`config.mk`:
```
export PLATFORM = sky130hd
export DESIGN_NAME = sync_fifo_param
export DESIGN_NICKNAME = d
export VERILOG_FILES = /design/src/rtl/sync_fifo_param.sv
export SDC_FILE = /design/constraint.sdc
export NUM_CORES = 1
export LEC_CHECK = 0
export BUFFER_PORTS_ARGS = -buffer_cell sky130_fd_sc_hd__buf_4
export CAP_MARGIN = 20
export CORE_ASPECT_RATIO = 0.9
export CORE_UTILIZATION = 60
export DETAILED_ROUTE_END_ITERATION = 8
export PLACE_DENSITY_LB_ADDON = 0.08
export REMOVE_ABC_BUFFERS = 1
export SYNTH_ARGS = -nofsm -noshare
export SYNTH_HDL_FRONTEND = slang
export SYNTH_SLANG_ARGS = --single-unit
```
`constraint.sdc`:
```
create_clock -name clk -period 7.65 [get_ports clk]
set_input_delay 0 -clock clk [delete_from_list [all_inputs] [get_ports clk]]
set_output_delay 0 -clock clk [all_outputs]
set_load 0.03 [all_outputs]
```
`src/rtl/sync_fifo_param.sv`:
```
// Parametrised single-clock FIFO with exact occupancy, threshold flags,
// registered read strobe and sticky overflow/underflow errors.
module sync_fifo_param #(
    parameter int WIDTH     = 8,
    parameter int DEPTH     = 128,
    parameter int AFULL_TH  = DEPTH - 2,
    parameter int AEMPTY_TH = 2
) (
    input  logic             clk,
    input  logic             rst,
    input  logic [WIDTH-1:0] data_i,
    input  logic             n_we_i,
    input  logic             n_re_i,
    input  logic             n_clr_i,
    output logic [WIDTH-1:0] data_o,
    output logic             p_valid_o,
    output logic [15:0]      level_o,
    output logic             p_empty_o,
    output logic             p_full_o,
    output logic             p_aempty_o,
    output logic             p_afull_o,
    output logic             p_ovf_o,
    output logic             p_udf_o
);

    localparam int              AW       = (DEPTH > 1) ? $clog2(DEPTH) : 1;
    localparam logic [AW-1:0]   LAST     = AW'(DEPTH - 1);
    localparam logic [15:0]     DEPTH_L  = 16'(DEPTH);
    localparam logic [15:0]     AFULL_L  = 16'(AFULL_TH);
    localparam logic [15:0]     AEMPTY_L = 16'(AEMPTY_TH);

    logic [WIDTH-1:0] mem [DEPTH];
    logic [AW-1:0]    rd_ptr, wr_ptr;
    logic [15:0]      level;
    logic             rd_req, wr_req, rd_ok, wr_ok;

    // Pointers wrap explicitly so DEPTH need not be a power of two.
    function automatic logic [AW-1:0] ptr_inc(input logic [AW-1:0] p);
        return (p == LAST) ? '0 : p + AW'(1);
    endfunction

    assign rd_req = !n_re_i;
    assign wr_req = !n_we_i;
    assign rd_ok  = rd_req && (level != 16'd0);
    // A write at full is still accepted when a read frees a slot this cycle.
    assign wr_ok  = wr_req && ((level != DEPTH_L) || rd_ok);

    // Storage is not reset; at full rd_ptr == wr_ptr, and the read below
    // samples the old word because both sides update on the same edge.
    always_ff @(posedge clk) begin
        if (wr_ok && n_clr_i)
            mem[wr_ptr] <= data_i;
    end

    always_ff @(posedge clk or posedge rst) begin
        if (rst) begin
            rd_ptr    <= '0;
            wr_ptr    <= '0;
            level     <= '0;
            data_o    <= '0;
            p_valid_o <= 1'b0;
            p_ovf_o   <= 1'b0;
            p_udf_o   <= 1'b0;
        end else if (!n_clr_i) begin
            rd_ptr    <= '0;
            wr_ptr    <= '0;
            level     <= '0;
            data_o    <= '0;
            p_valid_o <= 1'b0;
            p_ovf_o   <= 1'b0;
            p_udf_o   <= 1'b0;
        end else begin
            p_valid_o <= rd_ok;
            if (rd_ok) begin
                data_o <= mem[rd_ptr];
                rd_ptr <= ptr_inc(rd_ptr);
            end
            if (wr_ok)
                wr_ptr <= ptr_inc(wr_ptr);
            level <= 16'({1'b0, level} + 17'(wr_ok) - 17'(rd_ok));
            if (wr_req && !wr_ok)
                p_ovf_o <= 1'b1;
            if (rd_req && (level == 16'd0))
                p_udf_o <= 1'b1;
        end
    end

    assign level_o    = level;
    assign p_empty_o  = (level == 16'd0);
    assign p_full_o   = (level == DEPTH_L);
    assign p_aempty_o = (level <= AEMPTY_L);
    assign p_afull_o  = (level >= AFULL_L);

endmodule
```
==> results of run 1 <==
layout by cell type (no fill, tap or decap), types with 17 or more instances in the layout:
| master | Yosys | final |
|---|---|---|
| edfxtp_1 | 1024 | 1024 |
| mux4_2 | 273 | 273 |
| nor2_1 | 151 | 150 |
| clkbuf_16 | 0 | 100 |
| a22oi_1 | 71 | 71 |
| buf_4 | 3 | 65 |
| nand2_1 | 63 | 62 |
| a21oi_1 | 53 | 53 |
| ha_1 | 38 | 38 |
| dfrtp_1 | 41 | 37 |
| nand3_1 | 30 | 30 |
| inv_1 | 29 | 28 |
| nor2b_1 | 28 | 26 |
| a211oi_1 | 23 | 23 |
| clkbuf_1 | 62 | 23 |
| clkinv_1 | 1 | 22 |
| and2_1 | 17 | 17 |
sequential cells by signal (all words and copies together) (netlist names):
register	cells
data_o	8
mem	1024
p_ovf_o	1
wr_ptr	7
p_udf_o	1
rd_ptr	7
p_valid_o	1
level_o	16
worst min-delay path by stage:
stage          depth (start not counted)        end      start  slack [ps]
2_1_floorplan                          0  mem[0][0]  data_i[0]         100
3_3_place_gp                           2  data_o[6]        rst         280
3_5_place_dp                           2  data_o[3]        rst         280
4_1_cts                                3  rd_ptr[4]        rst         120
5_1_grt                                3  rd_ptr[4]        rst         200
6_report                               3  rd_ptr[4]        rst         140
critical path, delay by kind of cell (launching register included):
kind	cells	cell delay, ps
buf+inv	2	210
simple gates	7	1840
fa+ha+maj	3	590
compound gates	5	1340
flops	1	380
cell families after synthesis:
logic type	after synthesis	synth area share (%)
xor+xnor	14	0.290
buf+inv	142	1.49
flops	1065	75.2
fa+ha+maj	39	1.17
simple gates	336	3.72
mux	288	14.9
compound gates	200	3.21
layout make-up:
class / instances / area [sq um] / area share [%]
Clock buffer: 123 / 2590 / 5.53
Clock inverter: 56 / 548 / 1.17
Inverter: 30 / 113 / 0.241
Multi-Input combinational cell: 877 / 9850 / 21.1
Sequential cell: 1065 / 31800 / 67.9
Tap cell: 930 / 1160 / 2.49
Timing Repair Buffer: 85 / 738 / 1.58
through the flow:
stage	hold slack (ps)	total power [mW]	setup slack [ps]	std cells	TNS [ps]
floorplan	98.9	7.75	-3780	1972	-53800
global placement	283	8.03	3310	2971	0
detailed placement	282	8.06	3270	2972	0
CTS	123	12.8	3230	3166	0
global route	200	13.2	2730	3166	0
finish	135	12.8	3190	3166	0
metal layers:
metal	track usage (%)	vias up	part of all wire [%]
met2	38.9	957	45
met5	0	-	0
met4	7.25	0	2.5
met3	5.06	146	8.4
li1	-	8700	-
met1	42.5	10768	44
Yosys cell counts, types with 7 or more instances:
master    count  area, sq um
buf_1        15         56.3
a21oi_1      53          265
or3_1         8         50.1
buf_2        25          125
mux2i_1      15          150
ha_1         38          475
a211oi_1     23          173
and2_1       17          106
edfxtp_1   1024        30700
mux4_2      273         6150
nor3_1        7         35.0
buf_6         7         78.8
nor2b_1      28          175
nand3_1      30          150
o21ai_0      15         75.1
a22oi_1      71          533
a211o_1       7         61.3
dfrtp_1      41         1030
nand2_1      63          236
inv_1        29          109
nor2_1      151          567
clkbuf_1     62          233
a221oi_1      7         61.3
xnor2_1      10         87.6
where the power goes:
group	switching, mW	internal (mW)	leakage (nW)
combinational	0.850	0.595	3.28
sequential	0.0699	6.43	9.74
clock	2.09	2.74	1.53
total	3.01	9.77	14.5
==> results.md, run 1 <==
- Clock-pin slew was measured on the worst setup and hold paths at 60 ps.
- Measured along the y axis, the die boundary spans 254 microns.
- After the first detailed-routing iteration, the DRC count stood at 2,454.
- The filler cells instantiated in the layout total 4,431.
- After layout, the minimum clock period comes to 4460 ps.
- Summing over every cut layer, the via total after detailed routing is 20,571.
- The buffer depth of the longest clock path is 3.
- The cell area after layout is 46,800 sq um.
- The clock arrives with 19.8 ps of skew.
- The hold violation count in the final report is 0.
- The number of hold buffers added after CTS was 15.
- In this run the worst setup path begins at level_o[14].
- In this run, synthesis inferred 1,024 flip-flops with an integrated enable.
- The post-place instance area is 43,500 sq um.
- The maximum number of pins on one net before global-route repair is 103.
- The endpoint type of the worst setup path is a flip-flop.
- Routability-driven placement finished with a final weighted congestion of 0.895.
- The core region is 69,100 sq um.
- The critical path goes through inv_1, ha_1, nand4_2, nor4_4, nor2_1, nand2_1, nand2_1, ha_1, inv_1, fa_1, nand2b_1, a21oi_1, o31a_1, o41ai_1, a211oi_1, or3_1, a21boi_0.
- The antenna diode count is 0.
- The total number of nets in the final design is 2,210.
- Setup repair after global routing left no endpoint under its margin.
- The total setup violations reported at the end of the flow is 0.
- In this run the count of I/O pins placed on the die edge is 44.
- The via count of the first global-routing pass is 20,757.
- Counting distinct cell types in the post-synthesis netlist gives 55.
- The routed length per placed instance is 29.1 microns.
- For this run, the number of Yosys warnings is 0.
- In this run the worst path has a maximum fanout of 11.
- Compared with the post-synthesis result, the final layout area differs by 10.8%.
- The worst pin sits at a relative slew slack of 24.2%.
- The share of layout cells above drive strength 1 is 22.0%.
- Max-cap violations in this run came to 0.
- The most used flip-flop cell after synthesis is edfxtp_1.
- The total DRC errors in the routed layout is 0.
- The die width is 282 microns.
- The max-slew violation count is 0.
- The number of setup buffers added after CTS is 0.
- Detailed placement finished with a half-perimeter wire length of 54,100 microns.
- Following the worst setup path forward leads to its endpoint at level_o[12].
- Port buffering added 43 buffers.
- The logic depth of the worst register-to-register path is 17.
- The H-tree was split into 3 levels.
- The clock net sink count is 1,065.
- The synthesized netlist occupies a cell area of 42,200 sq um.
- The initialized floorplan defines 91 standard-cell rows.
- The count of mapped cells out of synthesis is 2,084.
- In this run the remaining antenna-violating nets after routing total 0.
- The floorplan step defined a die boundary enclosing 71,500 sq um.
- The actual transition at the worst max-transition pin is 1140 ps.
- In this run the critical register-to-register path is launched from level_o[14].
- Cells fill 67.7% of the core in the end.
- The highest-delay cell along the critical path is o41ai_1.
- STA classifies the critical path startpoint as a flip-flop.
- The worst register-to-register path ends at level_o[12].
- The routed design has 92,200 microns of wire.
- The kind of path behind the tightest hold check is in -> async.
- The setup slack of the worst register-to-register path is 3190 ps.
- The initial utilization of the core area, before any placement, comes to 61.1%.
- The static leakage is 14.5 nW.
- The iteration count of the initial detailed-routing pass is 6.
- The tree is rooted in a clkbuf_16.
- The number of antenna violations at the first check in global routing came to 0.
- The global-route usage over all layers is 26.9%.
- The number of buffers added by the clock tree synthesis step is 99.
- The power density relative to cell area is 273 nW/um^2.
- The highest ir drop seen on vdd is 198 uV.
- The CTS tree is yes.
- The quantity of gates resized following cts is 0.
- The part of the cycle the worst path needs is 58.4%.
- In this run, synthesis produced a sequential element count of 1,065.
- The peak per-stage delay on the critical path is 600 ps.
- The class of the most critical setup path is reg -> reg.
- Averaged over all synthesized cells, the footprint is 20.3 sq um.
- The share of the Yosys chip area taken by registers is 75.2%.
- Data arrives at the worst endpoint at 5050 ps.
- The wire length of the first global-routing pass is 138,000 microns.
- The fraction of synthesis flops using an asynchronous set or reset pin is 3.85%.
- The data required time of the critical path is 8230 ps.
- The clock latency on the worst-skew pair is 670 ps.
- The run finished with clean final reports.
- For this run, the top clock speed supported by timing is 224 MHz.
- Summed over all layers, the global routing overflow is 0.
- After detailed routing, the number of vias per cell comes to 6.50.
No activity file was read; power rests on OpenSTA's default activity.
==> run 2: changes to the inputs <==
ABC_AREA = 1   (was unset)
clock period = 4.2 ns   (was 7.65 ns; I/O delays follow)
==> results.md, run 2 <==
- The data required time of the critical path was 4760 ps (was 8230 ps).
- The hold violation count in the final report is 0 (unchanged).
- The via count of the routed design was 30,681 (was 20,571).
- Unrepaired setup endpoints after global routing: no (unchanged).
- The minimum clock period is 3790 ps (was 4460 ps).
- The summed negative setup slack over all endpoints is 0 ps (unchanged).
- Outcome: finished, final reports clean (unchanged).
- The power density relative to cell area was 562 nW/um^2 (was 273 nW/um^2).
- The number of synthesized register bits was 1,065 (unchanged).
- The endpoint type of the worst setup path is a flip-flop (unchanged).
- Cells along the critical path: inv_1, ha_1, nand4_1, inv_2, nand2_1, or2_4, nand2_4, nand2_2, nand2_4, xor2_1, ha_1, inv_1, fa_1, inv_1, nand3_1, nand2_1, nand2_1, nand2_1, inv_1, nor4_1, nor2_1, o21ai_0, nor2_1 (was inv_1, ha_1, nand4_2, nor4_4, nor2_1, nand2_1, nand2_1, ha_1, inv_1, fa_1, nand2b_1, a21oi_1, o31a_1, o41ai_1, a211oi_1, or3_1, a21boi_0).
- The top-area cell type share of the netlist area came to 65.5% (was 72.8%).
- The number of flops mapped to enable cells by yosys is 1,024 (unchanged).
- The placed wire-length estimate after detailed placement is 67,000 microns (was 54,100 microns).
- The global-route usage over all layers is 29.6% (was 26.9%).
- The setup slack of the worst register-to-register path is 410 ps (was 3190 ps).
- The start point of the worst hold path is data_i[6].
- The startpoint kind of the worst setup timing path was a flip-flop (unchanged).
- The static leakage is 19.8 nW (was 14.5 nW).
- The buffer depth of the longest clock path came to 3 (unchanged).
- The number of top-level pins was 44 (unchanged).
- The achievable clock frequency came to 264 MHz (was 224 MHz).
- The kind of path behind the tightest hold check is in -> reg (was in -> async).
- The reg-to-reg startpoint is level_o[15] (was level_o[14]).
- The logic depth of the worst register-to-register path is 23 (was 17).
- The count of mapped cells out of synthesis is 4,308 (was 2,084).
- The final RePlAce weighted congestion was 0.892 (was 0.895).
- The number of nets with antenna violations after routing is 0 (unchanged).
- The die height came to 267 microns (was 254 microns).
- The class of the most critical setup path is reg -> reg (unchanged).
- The max-cap violation count is 0 (unchanged).
- The total of buffers placed on input and output ports is 43 (unchanged).
- The mean post-synth cell area is 10.9 sq um (was 20.3 sq um).
- The number of design-rule violations left by the first detailed-router iteration is 3,117 (was 2,454).
- The reg-to-reg critical path endpoint is level_o[14] (was level_o[12]).
- The highest ir drop seen on vdd is 577 uV (was 198 uV).
- The starting density of the core came to 61.1% (about the same).
- The share of layout cells above drive strength 1 came to 7.85% (was 22.0%).
- The iteration count of the initial detailed-routing pass is 7 (was 6).
- The worst hold margin is 40.7 ps (was 135 ps).
- The wire length of the first global-routing pass is 177,000 microns (was 138,000 microns).
- The biggest area consumer among synthesized cells is edfxtp_1 (unchanged).
- The number of cells on the worst hold path is 1.
- The count of distinct cell types in the synthesized netlist is 50 (was 55).
- The area of the placeable core is 76,900 sq um (was 69,100 sq um).
- The sequential element share of the synthesized area came to 67.6% (was 75.2%).
- The routed length per placed instance was 21.5 microns (was 29.1 microns).
- The antenna diode count is 0 (unchanged).
- The clock latency on the worst-skew pair was 680 ps (was 670 ps).
- The category of cells accounting for the largest share of critical-path delay is simple AND/OR/NAND/NOR gates (unchanged).
- The maximum number of pins on one net before global-route repair is 212 (was 103).
- The CTS tree was yes (unchanged).
- The clock net sink count was 1,065 (unchanged).
- The highest net fanout along the worst path is 5 (was 11).
- Synth area leaders: edfxtp_1 (65%), nand3_1 (8.2%), nand2_1 (7.1%) (was edfxtp_1 (73%), mux4_2 (15%), dfrtp_1 (2.4%)).
- The post-CTS setup buffer count is 0 (unchanged).
- The layout overhead on the synthesized area is 9.21% (was 10.8%).
- The setup slack of the critical path after layout was 410 ps (was 3190 ps).
- The highest-delay cell along the critical path is fa_1 (was o41ai_1).
- The worst path arrival time is 4350 ps (was 5050 ps).
- The number of warnings printed during yosys synthesis is 0 (unchanged).
- The total number of nets in the final design was 4,346 (was 2,210).
- Most frequent cells after synthesis: edfxtp_1 (1,024), nand2_1 (894), nand3_1 (769), inv_1 (552), nor2_1 (338) (was edfxtp_1 (1,024), mux4_2 (273), nor2_1 (151), a22oi_1 (71), nand2_1 (63)).
- The number of H-tree branching levels is 3 (unchanged).
- The most frequent standard cell in the layout excluding fill and tap cells is edfxtp_1 (unchanged).
- The most numerous cell in the Yosys netlist is edfxtp_1 (unchanged).
- The sum of routed wire length over all layers was 117,000 microns (was 92,200 microns).
- The peak per-stage delay on the critical path is 410 ps (was 600 ps).
- The worst hold endpoint is mem[43][6].
- The pre-CTS worst setup slack was 532 ps (was 3270 ps).
- The fraction of synthesis flops using an asynchronous set or reset pin is 3.85% (unchanged).
- The die outline area was 79,400 sq um (was 71,500 sq um).
- The worst clock skew on the final layout is 33.0 ps (was 19.8 ps).
- The flip-flop count of the largest register after layout is 1,024 (unchanged).
- The buffering stage count on the worst path with inverters included is 5 (was 2).
- The worst relative slew slack is 19.6% (was 24.2%).
- The die width was 297 microns (was 282 microns).
- The number of buffers added by the clock tree synthesis step came to 105 (was 99).
- The post-CTS clock slew at the launch and capture registers of the worst setup and hold paths is 60 ps (about the same).
- The part of the cycle the worst path needs is 90.2% (was 58.4%).
- The clock tree root buffer cell is clkbuf_16 (unchanged).
- The max-slew violation count was 0 (unchanged).
- The via count of the first global-routing pass came to 29,354 (was 20,757).
- Commonest non-fill, non-tap cells in the layout: edfxtp_1 (1,024), nand2_1 (894), nand3_1 (769) (was edfxtp_1 (1,024), mux4_2 (273), nor2_1 (150)).
- The most used flip-flop cell after synthesis is edfxtp_1 (unchanged).
- The final global-route overflow total was 0 (unchanged).
- The number of antenna violations at the first check in global routing is 0 (unchanged).
- The standard-cell row count was 96 (was 91).
- The area of the mapped netlist is 47,000 sq um (was 42,200 sq um).
- The per-cell via count in the routed design was 5.67 (was 6.50).
- The actual transition at the worst max-transition pin is 1200 ps (was 1140 ps).
- The most flop-heavy register is mem (unchanged).
- The total setup violations reported at the end of the flow was 0 (unchanged).
- The total DRC errors in the routed layout is 0 (unchanged).
-- run 2: worst max path at each step --
stage | startpoint | to | cells past startpoint
after floorplan | rd_ptr[0] | data_o[0] | 9
after global placement | level_o[14] | level_o[14] | 23
after detailed placement | level_o[15] | level_o[14] | 23
after CTS | level_o[15] | level_o[14] | 23
after global routing | level_o[14] | level_o[14] | 23
final | level_o[15] | level_o[14] | 23
-- run 2: timing repair --
item / CTS / global route
hold buffers: 11 / 0
hold endpoints to repair: 234 / 0
resized for setup: 0 / 0
-- run 2: cell type report --
cell class	instances	area [sq um]
Inverter	559	2120
Fill cell	5890	25600
Tap cell	1029	1290
Sequential cell	1065	31800
Multi-Input combinational cell	2443	11500
Clock inverter	59	457
Clock buffer	138	2900
Timing Repair Buffer	120	1210
-- run 2: stage by stage --
stage	util [%]	power, mW	area (sq um)	std cells
finish	66.7	28.8	51300	5413
global placement	62.2	19.7	47800	5203
floorplan	-	16.0	45400	4067
global route	66.7	30.1	51300	5413
CTS	66.7	28.8	51300	5413
detailed placement	62.2	19.8	47800	5205
-- run 2: cell families after synthesis --
logic type | count (synthesis) | synth area share, %
xor gates and xnor gates | 5 | 0.0932
adders and majority gates | 39 | 1.05
and+or+nand+nor | 2150 | 20.2
buffers and inverters | 800 | 7.79
AOI/OAI and AO/OA | 249 | 3.18
DFF | 1065 | 67.6
-- run 2: per-layer routing --
| metal | track usage [%] | share of wire [%] |
|---|---|---|
| met1 | 42.6 | 42 |
| met2 | 46.6 | 46 |
| met3 | 4.87 | 8.9 |
| met4 | 9.31 | 2.9 |
| met5 | 0 | 0 |
-- run 2: where the power goes --
group | switching (mW) | internal (mW) | total (mW)
Combinational | 5.50 | 2.30 | 7.80
Clock | 3.90 | 5.26 | 9.16
Sequential | 0.121 | 11.7 | 11.9
Total | 9.52 | 19.3 | 28.8
